## src/rtl/slt_seq_if.sv

```systemverilog
// Request/response bundle for the sequential compare unit.
// A transfer happens on a rising edge where valid && ready; valid holds until then.
interface slt_seq_if #(
    parameter int WIDTH = 32
);
    logic             in_valid;
    logic             in_ready;
    logic [WIDTH-1:0] a;
    logic [WIDTH-1:0] b;
    logic [1:0]       op;
    logic             out_valid;
    logic             out_ready;
    logic             result;
    logic             eq;
    logic             ovf;

    modport master (
        output in_valid, a, b, op, out_ready,
        input  in_ready, out_valid, result, eq, ovf
    );

    modport slave (
        input  in_valid, a, b, op, out_ready,
        output in_ready, out_valid, result, eq, ovf
    );
endinterface

```

## src/rtl/slt_seq.sv

```systemverilog
// Multi-cycle set-less-than unit: a - b is formed SLICE bits per cycle through a
// registered carry, and the signed/unsigned relations come from the full difference.
module slt_seq #(
    parameter int WIDTH = 32,
    parameter int SLICE = 8
) (
    input  logic        clk,
    input  logic        rst,
    slt_seq_if.slave    bus,
    output logic [1:0]  dbg_state
);
    localparam int NSLICE = WIDTH / SLICE;
    localparam int KW     = (NSLICE > 1) ? $clog2(NSLICE) : 1;

    typedef enum logic [1:0] {
        IDLE = 2'd0,
        RUN  = 2'd1,
        DONE = 2'd2
    } state_t;

    state_t             state_q, state_d;
    logic [WIDTH-1:0]   a_q, a_d;
    logic [WIDTH-1:0]   b_q, b_d;
    logic [1:0]         op_q, op_d;
    logic               carry_q, carry_d;
    logic [KW-1:0]      k_q, k_d;
    logic               zero_q, zero_d;
    logic               result_q, result_d;
    logic               eq_q, eq_d;
    logic               ovf_q, ovf_d;

    // The operand registers shift right one slice per RUN cycle, so the slice
    // being processed is always the low SLICE bits and the last slice holds the sign bits.
    logic [SLICE-1:0]   sl_a;
    logic [SLICE-1:0]   sl_b;
    logic [SLICE:0]     sum;
    logic               last;
    logic               n_bit;
    logic               v_bit;
    logic               lt_s;
    logic               lt_u;

    always_comb begin
        sl_a  = a_q[SLICE-1:0];
        sl_b  = b_q[SLICE-1:0];
        sum   = {1'b0, sl_a} + {1'b0, ~sl_b} + {{SLICE{1'b0}}, carry_q};
        last  = (k_q == KW'(NSLICE - 1));
        n_bit = sum[SLICE-1];
        v_bit = (sl_a[SLICE-1] == ~sl_b[SLICE-1]) && (sl_a[SLICE-1] != n_bit);
        lt_s  = n_bit ^ v_bit;
        lt_u  = ~sum[SLICE];
    end

    always_comb begin
        state_d  = state_q;
        a_d      = a_q;
        b_d      = b_q;
        op_d     = op_q;
        carry_d  = carry_q;
        k_d      = k_q;
        zero_d   = zero_q;
        result_d = result_q;
        eq_d     = eq_q;
        ovf_d    = ovf_q;

        case (state_q)
            IDLE: begin
                if (bus.in_valid) begin
                    a_d     = bus.a;
                    b_d     = bus.b;
                    op_d    = bus.op;
                    carry_d = 1'b1;
                    k_d     = '0;
                    zero_d  = 1'b1;
                    state_d = RUN;
                end
            end
            RUN: begin
                carry_d = sum[SLICE];
                zero_d  = zero_q & (sum[SLICE-1:0] == '0);
                a_d     = a_q >> SLICE;
                b_d     = b_q >> SLICE;
                if (last) begin
                    case (op_q)
                        2'b00:   result_d = lt_s;
                        2'b01:   result_d = lt_u;
                        2'b10:   result_d = ~lt_s;
                        default: result_d = ~lt_u;
                    endcase
                    eq_d    = zero_q & (sum[SLICE-1:0] == '0);
                    ovf_d   = v_bit;
                    k_d     = '0;
                    state_d = DONE;
                end else begin
                    k_d = k_q + KW'(1);
                end
            end
            DONE: begin
                if (bus.out_ready) begin
                    state_d = IDLE;
                end
            end
            default: state_d = IDLE;
        endcase
    end

    always_ff @(posedge clk) begin
        if (rst) begin
            state_q  <= IDLE;
            a_q      <= '0;
            b_q      <= '0;
            op_q     <= '0;
            carry_q  <= 1'b0;
            k_q      <= '0;
            zero_q   <= 1'b0;
            result_q <= 1'b0;
            eq_q     <= 1'b0;
            ovf_q    <= 1'b0;
        end else begin
            state_q  <= state_d;
            a_q      <= a_d;
            b_q      <= b_d;
            op_q     <= op_d;
            carry_q  <= carry_d;
            k_q      <= k_d;
            zero_q   <= zero_d;
            result_q <= result_d;
            eq_q     <= eq_d;
            ovf_q    <= ovf_d;
        end
    end

    assign bus.in_ready  = (state_q == IDLE) && !rst;
    assign bus.out_valid = (state_q == DONE);
    assign bus.result    = result_q;
    assign bus.eq        = eq_q;
    assign bus.ovf       = ovf_q;
    assign dbg_state     = state_q;
endmodule

```

## src/flat_wrapper.sv

```systemverilog
// flat-port wrapper written by rule: the top's interface ports become plain ports
module slt_seq_flat 
#(
    parameter int WIDTH = 32,
    parameter int SLICE = 8
)
  (clk, rst, dbg_state, bus_in_valid, bus_a, bus_b, bus_op, bus_out_ready, bus_in_ready, bus_out_valid, bus_result, bus_eq, bus_ovf);
  slt_seq_if #(.WIDTH(WIDTH)) bus_i ();
  input  logic clk;
  input  logic rst;
  output logic [1:0] dbg_state;
  input wire logic [$bits(bus_i.in_valid)-1:0] bus_in_valid;
  input wire logic [$bits(bus_i.a)-1:0] bus_a;
  input wire logic [$bits(bus_i.b)-1:0] bus_b;
  input wire logic [$bits(bus_i.op)-1:0] bus_op;
  input wire logic [$bits(bus_i.out_ready)-1:0] bus_out_ready;
  output wire logic [$bits(bus_i.in_ready)-1:0] bus_in_ready;
  output wire logic [$bits(bus_i.out_valid)-1:0] bus_out_valid;
  output wire logic [$bits(bus_i.result)-1:0] bus_result;
  output wire logic [$bits(bus_i.eq)-1:0] bus_eq;
  output wire logic [$bits(bus_i.ovf)-1:0] bus_ovf;
  assign bus_i.in_valid = bus_in_valid;
  assign bus_i.a = bus_a;
  assign bus_i.b = bus_b;
  assign bus_i.op = bus_op;
  assign bus_i.out_ready = bus_out_ready;
  assign bus_in_ready = bus_i.in_ready;
  assign bus_out_valid = bus_i.out_valid;
  assign bus_result = bus_i.result;
  assign bus_eq = bus_i.eq;
  assign bus_ovf = bus_i.ovf;
  slt_seq #(.WIDTH(WIDTH), .SLICE(SLICE)) u_core (.clk(clk), .rst(rst), .bus(bus_i), .dbg_state(dbg_state));
endmodule
```

## config.mk

```make
export PLATFORM = sky130hd
export DESIGN_NAME = slt_seq_flat
export DESIGN_NICKNAME = d
export VERILOG_FILES = /design/src/rtl/slt_seq_if.sv /design/src/rtl/slt_seq.sv /design/src/flat_wrapper.sv
export SDC_FILE = /design/constraint.sdc
export NUM_CORES = 1
export LEC_CHECK = 0
export CAP_MARGIN = 0
export CORE_UTILIZATION = 45
export CTS_CLUSTER_SIZE = 25
export DETAILED_ROUTE_END_ITERATION = 8
export GPL_TIMING_DRIVEN = 0
export PLACE_DENSITY = 0.75
export SLEW_MARGIN = 15
export SYNTH_ARGS = -nofsm -noshare
export SYNTH_HDL_FRONTEND = slang
export SYNTH_SLANG_ARGS = --single-unit
export TNS_END_PERCENT = 5
```

## constraint.sdc

```tcl
create_clock -name clk -period 2.6 [get_ports clk]
set_clock_uncertainty 0.05 [all_clocks]
set_input_delay 0.52 -clock clk [delete_from_list [all_inputs] [get_ports clk]]
set_output_delay 0.52 -clock clk [all_outputs]
set_load 0.005 [all_outputs]
```

Word-level counts from Yosys, hierarchy flattened
Index checks and enable logic that the tools add are counted.
- register bits: 75
- latch bits: 0
- RAM bits: 0
- bits in read-only memories: 0
- input port bits: 70
- memories kept: 0
- add/subtract/negate cells: 3
- $mul: 0
- divide/modulo/power cells: 0
- $lt $le $gt $ge: 0
- eq/ne operators: 10
- shifts and indexed selects: 0
- mux-type cells: 15
- bitwise operators: 6
- reduce and logical (&&, ||, !) cells: 11
- operators with widths (cell ; number):
    case mux 32 bit (2 select lines) ; 2
    two-way mux 32 bit ; 2
    two-way mux 2 bit ; 5
    adder 8 x 8 -> 9 bit ; 1
    adder 9 x 1 -> 9 bit ; 1
    zero test 8 bit ; 1
    inverter 8 bit ; 1
    equality test 2 bit (second input constant) ; 3
    case mux 2 bit (3 select lines) ; 1
    AND reduction 2 bit ; 3
    equality test 2 x 1 -> 1 bit (second input constant) ; 2
    zero test 2 bit ; 2
    != test 2 bit (second input constant) ; 2
    case mux 1 bit (2 select lines) ; 2
    case mux 2 bit (2 select lines) ; 1
    inverter 1 bit ; 3
    case mux 1 bit (3 select lines) ; 1
    AND reduction 3 bit ; 1
    adder 2 x 1 -> 2 bit (second input constant) ; 1
    logical AND 1 bit ; 2
    != test 2 x 1 -> 1 bit (second input constant) ; 1
    nonzero test 2 bit ; 1
    AND 1 bit ; 1
    equality test 1 bit ; 1
    4 further kinds ; 4

Logic depth before layout (Yosys ltp)
- depth in word-level cells: 8
- depth in mapped cells: 13
- gate-level depth less buffers: 12

Worst setup path before layout
Ideal clock, no wire load.
- path kind: register to register
- from: reg u_core.carry_q
- to: reg u_core.eq_q (netlist: u_core.bus.eq)
- library setup time: 101 ps
- data arrival time: 2515 ps
- setup slack: -66 ps
- cell stages (with the launch flop): 13
- period minus slack after synthesis: 2666 ps
- cells stage by stage: dfxtp_1 inv_1 fa_1 nand3b_1 nand2_1 a41o_1 o21a_1 nor2_1 fa_1 nand4_1 nor3b_1 mux2i_1 o41ai_1
- word-level cells in the longest chain between the ends: 3
- RTL lines (element ; RTL line ; source):
    start: declaration ; slt_seq.sv:25 ; logic carry_q, carry_d;
    start signal: assignment ; slt_seq.sv:124 ; carry_q <= carry_d;
    adder 9 x 1 -> 9 bit ; slt_seq.sv:46 ; sum = {1'b0, sl_a} + {1'b0, ~sl_b} + {{SLICE{1'b0}}, carry_q};
    zero test 8 bit ; slt_seq.sv:90 ; eq_d = zero_q & (sum[SLICE-1:0] == '0);
    AND 1 bit ; slt_seq.sv:90 ;
    end signal: assignment ; slt_seq.sv:128 ; eq_q <= eq_d;
    end: declaration ; slt_seq.sv:29 ; logic eq_q, eq_d;
Every way passes these cells.
A chain may end at the register's enable or synchronous reset.

Worst setup path in the final report
Ends and elaborated chain as after synthesis.

==> impl_metrics.py <==
metrics = {
    "yosys": {
        "synthesis.instances": 457,
        "yosysWarnings": 0,
        "synthesis.nets": 538,
        "synth_ff_type": "dfxtp_1",
        "synth-async-reset-ratio_pct": 0,
        "synth_enable_flop_cells": 0,
        "synth_seq_cells": 75,
        "syn_avg_cell_area_um2": 7.76,
        "synthDistinctLibCells": 41,
        "ys_seq_area_share_pct": 42.3,
        "netlist_area_um2": 3550,
    },
    "clock_tree": {
        "cts_setup_buffers": 0,
        "cts.clk_slew.worst_paths_ns": 0.08,
        "cts_num_sinks": 75,
        "clk_path_buf_depth": 2,
        "cts_htree_levels": 3,
        "cts-root-buf": "clkbuf_8",
        "clock_latency_ns": 0.36,
        "cts_tree": "yes",
        "tritoncts.num_buffers": 9,
    },
    "run_status": {
        "status": "finished with violations",
        "violations": "DRC, setup timing",
    },
    "timing": {
        "slew_viol_final": 0,
        "max_freq_mhz": 353,
        "grt_setup_unrepaired": "true",
        "tns_ns": -0.534,
        "finalHoldViolations": 0,
        "slew_headroom_pct": 58.7,
        "worstMarginPinSlew_ns": 0.619,
        "setup_viol": 3,
        "min_period_ns": 2.83,
        "finalCritPeriodShare_pct": 109,
        "fin_ws_ns": -0.232,
    },
    "layout": {
        "finalNetCount": 624,
        "antenna_cells": 0,
        "postLayoutCoreUtil_pct": 60.3,
        "final_cell_mix": "nand2_1, clkdlybuf4s50_1, dfxtp_1",
        "drive_gt1_share_pct": 7.12,
        "final_common_cell": "nand2_1",
        "final_cells": 650,
        "area_growth_pct": 30.7,
    },
    "floorplan": {
        "die_y_um": 90.8,
        "num_rows": 32,
        "chipWidth_um": 90.8,
        "dieArea_um2": 8240,
        "initial_core_util_pct": 46.1,
        "ios": 77,
        "core_region_area_um2": 7690,
    },
    "route": {
        "vias": 3601,
        "wl_per_cell_um": 15.4,
        "drc": 1,
        "drtPass1Iterations": 9,
        "drt-total-wl_um": 10000,
        "drt_iter0_drc": 321,
        "viasPerCell": 5.54,
        "ant_nets": 0,
    },
    "global_routing": {
        "grt_max_degree": 13,
        "grt_usage_pct": 25.2,
        "grt_pass1_wl_um": 16500,
        "antenna_found_initial": 0,
        "grt_pass1_vias": 3459,
        "grt_overflow": 0,
    },
    "critical_path": {
        "cp-start-kind": "register",
        "critPathArrivalTime_ns": 3.04,
        "path_max_fanout": 3,
        "crit_path_end_kind": "register",
        "path_class": "reg2reg",
        "cp.required_ns": 2.81,
        "reg2reg_depth": 12,
    },
    "place": {
        "dp_hpwl_um": 7460,
        "gp_congestion": 0.875,
        "port_buffers": 75,
        "dp_cells": 634,
        "dp_slack_ns": -0.285,
    },
    "pwr": {
        "power-per-cell-area_nw_per_um2": 619,
        "ir_drop_uv": 333,
        "leakagePower_uw": 0.00177,
        "power_uw": 2870,
    },
    "flow_run": {
        "maxCapViolations": 0,
    },
    "worst_hold_path": {
        "worst_hold_path.num_cells": 2,
        "hp-class": "reg2reg",
    },
}
-- synthesized netlist by cell type (2+ instances only) --
cell / number / area share, %
mux2i_1: 2 / 0.56
a21oi_1: 27 / 3.8
ha_1: 8 / 2.8
nor2_1: 55 / 5.8
buf_1: 2 / 0.21
nor3_1: 6 / 0.85
nor3b_1: 2 / 0.42
or3_1: 2 / 0.35
inv_1: 10 / 1.1
nand2b_1: 4 / 0.71
a311oi_1: 49 / 12
nor2b_1: 4 / 0.71
buf_2: 12 / 1.7
clkbuf_1: 22 / 2.3
nand3b_1: 2 / 0.42
dfxtp_1: 75 / 42
o31ai_1: 2 / 0.42
fa_1: 3 / 1.7
nand3_1: 20 / 2.8
o21ai_0: 2 / 0.28
buf_4: 3 / 0.64
nand2_1: 126 / 13
-- what timing repair did --
action	in CTS	in global routing
hold buffers	0	0
setup endpoints to repair	3	4
gates cloned	0	0
pin swaps	1	0
resized for setup	3	2
-- per-layer routing --
layer  track usage [%]  vias up  routed length, um
met5                 0        -                  0
met4              8.33        0                185
met3              6.06       19                657
met2              40.9      121               4660
met1              32.9     1695               4530
li1                  -     1766                  -
-- final timing paths --
kind                   from        endpoint  slack, ns
min          u_core.a_q[29]  u_core.a_q[29]       0.42
max reg2reg  u_core.carry_q   u_core.bus.eq      -0.23
min reg2reg  u_core.a_q[29]  u_core.a_q[29]       0.42
max          u_core.carry_q   u_core.bus.eq      -0.23
-- kinds of logic after synthesis --
group	count (synthesis)	synth area share (%)
AND/OR/NAND/NOR	228	27.0
AO/OA/AOI/OAI	90	19.1
flip-flops	75	42.3
buffers and inverters	49	5.93
adder cells (fa/ha/maj)	11	4.52
XOR/XNOR	2	0.494
multiplexers	2	0.565
-- where the power goes --
part / switching (uW) / total (uW) / internal (uW) / leakage [uW]
sequential: 61.8 / 1310 / 1250 / 0.000619
clock: 437 / 902 / 465 / 0.0000991
combinational: 361 / 659 / 298 / 0.00105
total: 860 / 2870 / 2010 / 0.00177
-- critical path, cell delays in order (launching register included) --
cell      delay, ns
dfxtp_2        0.33
inv_2          0.04
fa_2           0.40
nand3b_1       0.22
nand2_2        0.12
a41o_1         0.20
o21a_1         0.12
nor2_1         0.05
fa_1           0.51
nand4_1        0.14
nor3b_2        0.20
mux2i_1        0.12
o41ai_1        0.23
-- through the flow --
step	hold slack [ns]	cell area, um^2
global placement	0.407	4430
detailed placement	0.410	4430
global route	0.442	4640
floorplan	0.394	3550
CTS	0.421	4630
finish	0.421	4640
-- state kept, by name, indices dropped and copies added (netlist names) --
signal	count
u_core.zero_q	1
u_core.b_q	32
u_core.bus.result	1
u_core.k_q	2
u_core.a_q	32
u_core.op_q	2
u_core.bus.eq	1
u_core.carry_q	1
u_core.dbg_state	2
u_core.bus.ovf	1
-- area by class of cell --
cell class              instances  area (um^2)
well taps                     102          128
repair buffers                 75          751
inverters                      10         37.5
clock buffers                  11          141
flip-flops and latches         75         1500
plain buffers                  39          173
fillers                       723         3050
clock inverters                 5         52.6
multi-input cells             333         1850
No activity file was read; power rests on OpenSTA's default activity.
